[config.mk]
export PLATFORM = sky130hd
export DESIGN_NAME = binary_divider_4bits_seq_flat
export DESIGN_NICKNAME = d
export VERILOG_FILES = /design/src/rtl/binary_divider_4bits_seq_if.sv /design/src/rtl/binary_divider_4bits_seq.sv /design/src/flat_wrapper.sv
export SDC_FILE = /design/constraint.sdc
export NUM_CORES = 1
export LEC_CHECK = 0
export ABC_AREA = 1
export CAP_MARGIN = 40
export CORE_MARGIN = 1.5
export CORE_UTILIZATION = 55
export DETAILED_ROUTE_END_ITERATION = 8
export DONT_BUFFER_PORTS = 1
export HOLD_SLACK_MARGIN = 0.02
export PLACE_DENSITY_LB_ADDON = 0.25
export SLEW_MARGIN = 30
export SYNTH_ARGS = -nofsm -noshare
export SYNTH_HDL_FRONTEND = slang
export SYNTH_SLANG_ARGS = --single-unit
export TNS_END_PERCENT = 10
[constraint.sdc]
create_clock -name clk -period 1.6 [get_ports clk]
set_clock_uncertainty 0.15 [all_clocks]
set_input_delay 0.24 -clock clk [delete_from_list [all_inputs] [get_ports clk]]
set_output_delay 0.24 -clock clk [all_outputs]
set_load 0.005 [all_outputs]
[src/rtl/binary_divider_4bits_seq_if.sv]
// Operand/result bundle for the sequential divider.
// start/dividend/divisor flow master->slave; results and status flow back.
interface binary_divider_4bits_seq_if #(
  parameter int WIDTH = 4
) ();
  // start is a request, sampled only while the divider is not busy; no ready
  // back-pressure exists. The result is qualified by the one-cycle done pulse.
  logic             start;
  logic [WIDTH-1:0] dividend;
  logic [WIDTH-1:0] divisor;
  logic [WIDTH-1:0] quotient;
  logic [WIDTH-1:0] remainder;
  logic             busy;
  logic             done;
  logic             div_by_zero;
  logic [1:0]       state_dbg;

  modport master (
    output start, dividend, divisor,
    input  quotient, remainder, busy, done, div_by_zero, state_dbg
  );

  modport slave (
    input  start, dividend, divisor,
    output quotient, remainder, busy, done, div_by_zero, state_dbg
  );
endinterface

[src/rtl/binary_divider_4bits_seq.sv]
// Sequential restoring divider: one quotient bit per clock, unsigned operands.
// Division by zero completes in one cycle with an all-ones quotient.
module binary_divider_4bits_seq #(
  parameter int WIDTH = 4
) (
  input logic                       clk,
  input logic                       rst,
  binary_divider_4bits_seq_if.slave bus
);
  localparam int CW = $clog2(WIDTH + 1);

  localparam logic [1:0] S_IDLE = 2'd0;
  localparam logic [1:0] S_RUN  = 2'd1;
  localparam logic [1:0] S_DONE = 2'd2;

  logic [1:0]       state_q, state_d;
  logic [WIDTH-1:0] a_q, a_d;
  logic [WIDTH-1:0] q_q, q_d;
  logic [WIDTH-1:0] d_q, d_d;
  logic [CW-1:0]    cnt_q, cnt_d;
  logic [WIDTH-1:0] quotient_q, quotient_d;
  logic [WIDTH-1:0] remainder_q, remainder_d;
  logic             dbz_q, dbz_d;

  // The partial remainder always ends below the divisor, so its top bit is
  // never set and only WIDTH bits are stored; the trial compare stays WIDTH+1.
  logic [WIDTH:0]   trial;
  logic             fits;
  logic [WIDTH-1:0] a_next;
  logic [WIDTH-1:0] q_next;

  always_comb begin
    trial  = {a_q, q_q[WIDTH-1]};
    fits   = (trial >= {1'b0, d_q});
    a_next = fits ? (trial[WIDTH-1:0] - d_q) : trial[WIDTH-1:0];
    q_next = {q_q[WIDTH-2:0], fits};
  end

  always_comb begin
    state_d     = state_q;
    a_d         = a_q;
    q_d         = q_q;
    d_d         = d_q;
    cnt_d       = cnt_q;
    quotient_d  = quotient_q;
    remainder_d = remainder_q;
    dbz_d       = dbz_q;
    case (state_q)
      S_IDLE, S_DONE: begin
        state_d = S_IDLE;
        if (bus.start) begin
          if (bus.divisor == '0) begin
            state_d     = S_DONE;
            quotient_d  = '1;
            remainder_d = bus.dividend;
            dbz_d       = 1'b1;
          end else begin
            state_d = S_RUN;
            a_d     = '0;
            q_d     = bus.dividend;
            d_d     = bus.divisor;
            cnt_d   = CW'(WIDTH);
          end
        end
      end
      S_RUN: begin
        a_d   = a_next;
        q_d   = q_next;
        cnt_d = cnt_q - CW'(1);
        if (cnt_q == CW'(1)) begin
          state_d     = S_DONE;
          quotient_d  = q_next;
          remainder_d = a_next;
          dbz_d       = 1'b0;
        end
      end
      default: state_d = S_IDLE;
    endcase
  end

  always_ff @(posedge clk) begin
    if (rst) begin
      state_q     <= S_IDLE;
      a_q         <= '0;
      q_q         <= '0;
      d_q         <= '0;
      cnt_q       <= '0;
      quotient_q  <= '0;
      remainder_q <= '0;
      dbz_q       <= 1'b0;
    end else begin
      state_q     <= state_d;
      a_q         <= a_d;
      q_q         <= q_d;
      d_q         <= d_d;
      cnt_q       <= cnt_d;
      quotient_q  <= quotient_d;
      remainder_q <= remainder_d;
      dbz_q       <= dbz_d;
    end
  end

  assign bus.quotient    = quotient_q;
  assign bus.remainder   = remainder_q;
  assign bus.busy        = (state_q == S_RUN);
  assign bus.done        = (state_q == S_DONE);
  assign bus.div_by_zero = dbz_q;
  assign bus.state_dbg   = state_q;
endmodule

[src/flat_wrapper.sv]
// flat-port wrapper written by rule: the top's interface ports become plain ports
module binary_divider_4bits_seq_flat 
#(
  parameter int WIDTH = 4
)
  (clk, rst, bus_start, bus_dividend, bus_divisor, bus_quotient, bus_remainder, bus_busy, bus_done, bus_div_by_zero, bus_state_dbg);
  binary_divider_4bits_seq_if #(.WIDTH(WIDTH)) bus_i ();
  input logic clk;
  input logic rst;
  input wire logic [$bits(bus_i.start)-1:0] bus_start;
  input wire logic [$bits(bus_i.dividend)-1:0] bus_dividend;
  input wire logic [$bits(bus_i.divisor)-1:0] bus_divisor;
  output wire logic [$bits(bus_i.quotient)-1:0] bus_quotient;
  output wire logic [$bits(bus_i.remainder)-1:0] bus_remainder;
  output wire logic [$bits(bus_i.busy)-1:0] bus_busy;
  output wire logic [$bits(bus_i.done)-1:0] bus_done;
  output wire logic [$bits(bus_i.div_by_zero)-1:0] bus_div_by_zero;
  output wire logic [$bits(bus_i.state_dbg)-1:0] bus_state_dbg;
  assign bus_i.start = bus_start;
  assign bus_i.dividend = bus_dividend;
  assign bus_i.divisor = bus_divisor;
  assign bus_quotient = bus_i.quotient;
  assign bus_remainder = bus_i.remainder;
  assign bus_busy = bus_i.busy;
  assign bus_done = bus_i.done;
  assign bus_div_by_zero = bus_i.div_by_zero;
  assign bus_state_dbg = bus_i.state_dbg;
  binary_divider_4bits_seq #(.WIDTH(WIDTH)) u_core (.clk(clk), .rst(rst), .bus(bus_i));
endmodule
==> run summary, run 1 <==
The flow ran to the end, but the final reports show violations. The core occupancy in the finished layout came out at 77.3%. Once the floorplan was initialized, standard cells occupied 59.1% of the core. The final wirelength came out at 3650 um.

The cell that appears most often on the critical path is sky130_fd_sc_hd__nand2_2. The vertical extent of the die came out at 52.2 um. The mean routed wirelength per cell is roughly 15 um.

For the worst-skew pair, the clock arrives at the later sink with an insertion delay of around 320 ps. The clock tree buffer depth came out at 2. The post-layout minimum cycle time is 1640 ps. After clock tree synthesis, the clock-pin slew on the worst setup and hold paths is 140 ps. In this run the remaining antenna-violating nets after routing total 0. The number of warning messages in the yosys log is 0. The final critical-path share of the clock period came out at 103%. The checks that failed: setup timing. When the netlist entered floorplanning its net count stood at 208. The slowest stage of the critical path is the sky130_fd_sc_hd__dfxtp_2 cell. The signal on the critical path passes through inv_2 > ha_4 > nand2_2 > inv_2 > nand2_2 > nand2_2 > nand2_4 > nand4_1 > nand3_2 > nand2_1 > inv_1. The number of buffer and inverter instances along the worst setup path came out at 3. The maximum number of pins on one net before global-route repair came out at 17. The layout cell share with drive strength beyond 1 came out at 29.7%. The total half-perimeter wirelength after legalization and detailed placement came out at approximately 2400 um. For this design the static power due to leakage is slightly above 0.8 nW. At the end of the flow, the number of nets in the layout was about 230.

Among all cell types in the netlist, the one instantiated most often is sky130_fd_sc_hd__nand2_1. The number of pins with negative max-slew slack in the final report came out at 0. The number of buffers added on ports came out at 0. In this run, the clock network consumes 21.1% of the power. The layout-stage area growth over the synthesis result is 30.8%. STA classifies the critical path startpoint as a flip-flop. The clock root buffer is sky130_fd_sc_hd__clkbuf_4. Max-cap violations in this run came to 0. The average instance in the mapped netlist occupies 7.01 um^2. After synthesis the cells add up to 0.00133 mm^2.

The count of final setup violators came out at 7. The tree built by TritonCTS fans out to 26 sinks. The number of iterations in the first detailed-routing pass is 4.

0 antenna diodes ended up in the layout. The worst-case setup slack after placement came out at -138 ps. Broken down by cell family, the worst path's largest delay share belongs to simple AND/OR/NAND/NOR gates.

Of all nets on the critical path, the largest fanout is 5. The category of the worst setup path capture point is a flip-flop. The congestion estimate from routability-driven global placement came to 0.873. Setup repair after global routing could not meet its margin everywhere.

The post-detailed-route via-to-cell ratio came out at approximately 5.6. The aggregate global routing overflow came out at 0. The detailed router placed 1338 vias in this run. The peak supply drop came out at slightly above 0.6 mV. After synthesis, the largest area contributor takes up 39.1% of total cell area. The power density relative to cell area is 912 mW/mm^2. The data arrival time of the critical path is 1730 ps. Synthesis handed over a netlist of 190 instances.

The clock tree from TritonCTS is done. Sorting the synthesized cells by how often they occur yields 37 x sky130_fd_sc_hd__nand2_1, 30 x sky130_fd_sc_hd__nor2_1, 27 x sky130_fd_sc_hd__inv_1. In the synthesized netlist the dominant register cell turns out to be sky130_fd_sc_hd__dfxtp_1. The required time at the worst-slack endpoint is between 1500 and 2000 ps. The number of placement rows came out at 17.

The pin slew with the least headroom to its limit came out at 644 ps. The post-route worst hold slack came out at 18.8 ps. The post-layout worst setup margin is -40.4 ps. The die area is approximately 0.0027 mm^2. The share of total power in combinational logic came out at 32.0%.

In this run the count of I/O pins placed on the die edge is 24. The net switching power figure came out at 0.000544 W. The fraction of registers with async set or reset after synthesis came out at 0%. The global-route wire length before repair came out at 5740 um. The final-report hold violation count is 0.

The die is 52.2 um wide. The critical path in this run is classified as reg -> reg. The internal cell power is 0.00104 W. Per report_power, the sequential group accounts for between 40 and 50% of the total. The worst min-delay path class is in -> reg.

In this run the standard cell core region covers about 0.0023 mm^2. Yosys mapped a number of flops with a built-in enable equal to 0. The overall routing resource usage came out at 28.4%. CTS built an H-tree with a depth of 1. The number of CTS-inserted buffers came out at 3. The initial antenna violation count is 0. The remaining design rule violation count came out at 0.

The worst slew margin relative to its limit came out at 56.9%. The post-synthesis cell type with the largest combined area is sky130_fd_sc_hd__dfxtp_1. The delay of the slowest cell on the worst path came out at 360 ps. The starting DRC count in detailed routing is 49. In the post-synthesis netlist, the biggest area contributors are sky130_fd_sc_hd__dfxtp_1 39%, sky130_fd_sc_hd__nand2_1 10%, sky130_fd_sc_hd__nor2_1 8.5%. The number of storage elements in the synthesis netlist came out at 26. The number of different library cells used by synthesis comes to 25. The switching share of total power is 34.3%. The number of global-route vias before repair was 1291. For this run, the register share of the synthesized area comes to 39.1%. For this run, the top clock speed supported by timing is 610 MHz.
==> final cells by class <==
| cell class | count | area, um^2 |
|---|---|---|
| Multi-Input combinational cell | 128 | 853 |
| Sequential cell | 26 | 528 |
| Fill cell | 167 | 512 |
| Timing Repair Buffer | 20 | 173 |
| Inverter | 31 | 118 |
| Clock buffer | 4 | 36.3 |
| Tap cell | 28 | 35.0 |
==> cells in the final DEF (no fill, tap or decap), types with 7 or more instances in the layout <==
| cell type | netlist | final |
|---|---|---|
| sky130_fd_sc_hd__a21oi_1 | 8 | 8 |
| sky130_fd_sc_hd__buf_4 | 1 | 12 |
| sky130_fd_sc_hd__dfxtp_1 | 26 | 20 |
| sky130_fd_sc_hd__inv_1 | 27 | 21 |
| sky130_fd_sc_hd__inv_2 | 2 | 8 |
| sky130_fd_sc_hd__nand2_1 | 37 | 33 |
| sky130_fd_sc_hd__nand3_1 | 22 | 11 |
| sky130_fd_sc_hd__nand3_2 | 0 | 7 |
| sky130_fd_sc_hd__nor2_1 | 30 | 28 |
==> final timing paths <==
| path | depth (start not counted) | slack (ps) | end | start |
|---|---|---|---|---|
| worst max-delay path | 11 | -40 | u_core.a_q[0] | u_core.d_q[2] |
| worst min-delay path | 4 | 20 | u_core.q_q[3] | bus_dividend[3] |
| worst max register to register | 11 | -40 | u_core.a_q[0] | u_core.d_q[2] |
| worst min register to register | 2 | 340 | u_core.d_q[1] | u_core.d_q[1] |
==> worst register-to-register path, cell delays in order (launching register included) <==
cell	delay, ps
sky130_fd_sc_hd__dfxtp_2	360
sky130_fd_sc_hd__inv_2	40
sky130_fd_sc_hd__ha_4	290
sky130_fd_sc_hd__nand2_2	60
sky130_fd_sc_hd__inv_2	50
sky130_fd_sc_hd__nand2_2	60
sky130_fd_sc_hd__nand2_2	80
sky130_fd_sc_hd__nand2_4	80
sky130_fd_sc_hd__nand4_1	170
sky130_fd_sc_hd__nand3_2	100
sky130_fd_sc_hd__nand2_1	70
sky130_fd_sc_hd__inv_1	50
==> flip-flops by register name, indices dropped and copies added (netlist names) <==
register and cells:
u_core.d_q 4, u_core.a_q 4, u_core.bus.remainder 4, u_core.bus.state_dbg 2
u_core.q_q 4, u_core.cnt_q 3, u_core.bus.div_by_zero 1, u_core.bus.quotient 4
==> what timing repair did <==
| item | 4_1_cts | 5_1_grt |
|---|---|---|
| hold buffers | 6 | 0 |
| resized for setup | 22 | 25 |
| gates cloned | 0 | 0 |
| hold endpoints to repair | 16 | 0 |
| endpoints found under the setup margin | 10 | 12 |
| buffers inserted | 1 | 1 |
| pin swaps | 10 | 11 |
==> metrics by stage <==
stage | instance area, um^2 | power (W) | TNS, ps | cells
after detailed placement | 1440 | 0.00110 | -1150 | 225
after global placement | 1440 | 0.00108 | -393 | 225
after CTS | 1620 | 0.00149 | -1.65 | 236
final | 1740 | 0.00159 | -124 | 237
after floorplan | 1340 | 0.00100 | 0 | 190
after global routing | 1740 | 0.00167 | -812 | 237
==> layer usage <==
layer | track usage [%] | vias up | part of all wire, %
met3 | 4.86 | 9 | 4.7
met2 | 51.9 | 48 | 54
met4 | 11.5 | 0 | 2.0
met1 | 32.4 | 641 | 39
li1 | - | 640 | -
met5 | 0 | - | 0
==> cell families (layout without fill, tap and decap cells) <==
kind of cell	after synthesis	in the layout	synth area share [%]
AOI/OAI and AO/OA	20	20	8.36
xor gates and xnor gates	2	2	1.31
buffers and inverters	36	55	10.7
and+or+nand+nor	99	99	33.4
DFF	26	26	39.1
adders and majority gates	7	7	7.14
==> power by group through the flow <==
stage / Clock, W / Sequential [W] / Combinational, W
finish: 0.000335 / 0.000745 / 0.000509
global route: 0.000362 / 0.000750 / 0.000553
CTS: 0.000340 / 0.000743 / 0.000402
detailed placement: 0 / 0.000753 / 0.000347
global placement: 0 / 0.000750 / 0.000329
floorplan: 0 / 0.000744 / 0.000257
Note: power is estimated with default switching activity, not from simulation.
==> run 2, diff against run 1 <==
--- a/config.mk
+++ b/config.mk
@@ -9,10 +9,12 @@
 export CAP_MARGIN = 40
 export CORE_MARGIN = 1.5
 export CORE_UTILIZATION = 55
+export CTS_CLUSTER_DIAMETER = 80
 export DETAILED_ROUTE_END_ITERATION = 8
 export DONT_BUFFER_PORTS = 1
 export HOLD_SLACK_MARGIN = 0.02
 export PLACE_DENSITY_LB_ADDON = 0.25
+export RECOVER_POWER = 25
 export SLEW_MARGIN = 30
 export SYNTH_ARGS = -nofsm -noshare
 export SYNTH_HDL_FRONTEND = slang
==> run 2 against run 1 <==
- the run still ends with setup timing left
- combinational power barely moved
- die area did not move
- critical path depth did not move
- global-route usage did not move
- clock power barely moved
- sequential power barely moved
==> run summary, run 2 (synthesis results as in run 1) <==
The switching share of total power is 34.3%. The number of antenna diodes in the final layout is 0. The width of the die came out at 52.2 um. For this design the total switching power over the nets is 0.000544 W.

The global routing stage identified its most utilized layer as met2. The tool flagged a number of max-cap violations equal to 0. The overall power after layout came out at 0.00159 W. Setup repair after global routing could not meet its margin everywhere. The remaining design rule violation count came out at 0. Compared with the post-synthesis result, the final layout area differs by 30.7%. The layout cell share with drive strength beyond 1 is 29.2%. The post-layout minimum cycle time came out at 1640 ps.

The post-detailed-placement cell area is 0.00144 mm^2. The endpoint of the worst setup timing path is u_core.a_q[0]. In the layout the commonest cells are 33 x sky130_fd_sc_hd__nand2_1, 28 x sky130_fd_sc_hd__nor2_1, 21 x sky130_fd_sc_hd__inv_1, 21 x sky130_fd_sc_hd__dfxtp_1, 12 x sky130_fd_sc_hd__buf_4. After detailed routing, the average wire length per cell comes to between 15 and 20 um. For this block, the via count after detailed routing is between 1000 and 1500. The data arrival time of the critical path came out at 1730 ps. The vertical extent of the die is ~52 um. The clock slew at the register clock pins of the worst setup and hold paths is approximately 140 ps. The number of CTS-inserted buffers came out at 3.

The number of buffers added on ports came out at 0. The total area inside the core boundary comes to roughly 0.0023 mm^2. The area of the multi-input gates came out at 853 um^2. The die area is 0.00273 mm^2.

The number of pins with negative max-slew slack in the final report is 0. The final critical-path share of the clock period came out at 103%. The run finished, with violations left. The post-layout worst setup margin is -40.4 ps. The total half-perimeter wirelength after legalization and detailed placement came out at 2400 um. The met1 demand-to-capacity share in global routing is between 30 and 40%.

The post-route cell area came out at 0.00174 mm^2. The most common library cell in the layout ignoring fill and taps is sky130_fd_sc_hd__nand2_1. The post-detailed-route via-to-cell ratio is between 5 and 6. The number of global-route vias before repair came out at 1291. In this run the number of H-tree levels came out at 1.

The initial core utilization is approximately three fifths. Of all nets on the critical path, the largest fanout is 5. The final-report hold violation count was 0.

The floorplan has 17 rows. The checks that failed: setup timing. The clock root buffer is sky130_fd_sc_hd__clkbuf_4. The final total negative setup slack is -124 ps. The required time at the worst-slack endpoint came out at 1690 ps. In this run the register-to-register setup slack is -40 ps.

The worst slew margin relative to its limit is between 50 and 60%. The share of total power in combinational logic is 32.0%. The endpoint of the worst register-to-register path is u_core.a_q[0].

The clock tree from TritonCTS is done. The aggregate global routing overflow is 0. The filler cell count in the final layout came out at 168.

The leakage power of the design is 0.810 nW. The peak supply drop is 0.617 mV. At the pin with the least slew margin, the transition time is 644 ps. The maximum clock rate came out at 610 MHz. The detailed router finished its first iteration with 49 violations. The element type at the critical path start is a flip-flop. The part of the power in registers came out at 46.8%.

The worst setup path is captured at a flip-flop. In this run the worst setup path begins at u_core.d_q[2]. The global placer's final weighted congestion is a little under 0.9.

For this run, global-route usage on met3 was measured as 4.86%. At the end of the flow, the number of nets in the layout was between 200 and 250. The number of iterations in the first detailed-routing pass is 4. The internal cell power is 0.00104 W. The initial antenna violation count is 0. The combined flip-flop and latch cell area is 527 um^2. For the worst-skew pair, the clock arrives at the later sink with an insertion delay of roughly 320 ps.

The clock network accounts for 21.1% of the total power. By startpoint and endpoint, the worst setup path is classified as reg -> reg. The worst register-to-register path has a depth of 11. The number of clock sinks is 26. Entering global routing, the biggest net connects 17 pins. The total I/O pin count came out at 24. The worst min-delay path class is in -> reg. The power density relative to cell area came out at between 900 and 1000 mW/mm^2. The global-route wire length before repair came out at ~5700 um. Setup violations remaining at the end of the flow were counted as 7. Once detail routing completed, the nets flagged for antenna violations numbered 0.

The clock tree buffer depth came out at 2. The final wirelength is about 3700 um. The overall routing resource usage came out at between 20% and 30%. In the global route stage, met2 resource usage came out at between 50% and 60%. In this run the critical register-to-register path is launched from u_core.d_q[2].
[run 2: changes by cell type in the layout (fill, tap and decap cells not counted)]
cell,change
sky130_fd_sc_hd__dfxtp_2,-1
sky130_fd_sc_hd__dfxtp_1,+1
[run 2: through the flow]
step	hold slack (ps)	worst slack [ps]	utilization [%]	instances
final	18.8	-40.4	77.2	237
after global routing	47.4	-134	77.2	237
after CTS	22.8	-1.65	71.9	236
after detailed placement	164	-138	63.7	225
after global placement	163	-55.4	63.7	225
after floorplan	235	10.0	-	190
[run 2: per-layer routing]
layer / part of all wire [%] / wire length (um)
met2: 54 / 1970
met3: 4.7 / 171
met1: 39 / 1430
met5: 0 / 0
met4: 2.0 / 72
[run 2: area by class of cell]
type                    instances  share of cell area (%)
clock buffers                   4                    2.08
inverters                      31                    6.75
multi-input cells             128                    49.0
flip-flops and latches         26                    30.2
well taps                      28                    2.01
repair buffers                 20                    9.91
[run 2: what timing repair did]
action,4_1_cts,5_1_grt
hold endpoints to repair,16,0
hold buffers,6,0
resized for setup,22,25
buffers inserted,1,1
endpoints found under the setup margin,10,12
pin swaps,10,11
[run 2: worst max-delay path, cell delays in order (launching register included)]
cell and delay, ps:
sky130_fd_sc_hd__dfxtp_2 360, sky130_fd_sc_hd__inv_2 40, sky130_fd_sc_hd__ha_4 290, sky130_fd_sc_hd__nand2_2 60, sky130_fd_sc_hd__inv_2 50, sky130_fd_sc_hd__nand2_2 60
sky130_fd_sc_hd__nand2_2 80, sky130_fd_sc_hd__nand2_4 80, sky130_fd_sc_hd__nand4_1 170, sky130_fd_sc_hd__nand3_2 100, sky130_fd_sc_hd__nand2_1 70, sky130_fd_sc_hd__inv_1 50
[run 2: worst min-delay path by stage]
| stage | startpoint | end | slack (ps) | cells past startpoint |
|---|---|---|---|---|
| after CTS | bus_dividend[3] | u_core.q_q[3] | 20 | 4 |
| after global routing | bus_dividend[3] | u_core.q_q[3] | 50 | 4 |
| after global placement | rst | u_core.d_q[1] | 160 | 1 |
| after detailed placement | rst | u_core.d_q[2] | 160 | 1 |
| after floorplan | bus_divisor[0] | u_core.d_q[0] | 230 | 2 |
| final | bus_dividend[3] | u_core.q_q[3] | 20 | 4 |
[run 2: power groups by stage]
stage | Clock (W) | Combinational (W) | Sequential [W]
after global routing | 0.000362 | 0.000553 | 0.000750
after CTS | 0.000340 | 0.000402 | 0.000743
after detailed placement | 0 | 0.000347 | 0.000753
final | 0.000335 | 0.000509 | 0.000744
after global placement | 0 | 0.000329 | 0.000750
after floorplan | 0 | 0.000257 | 0.000744
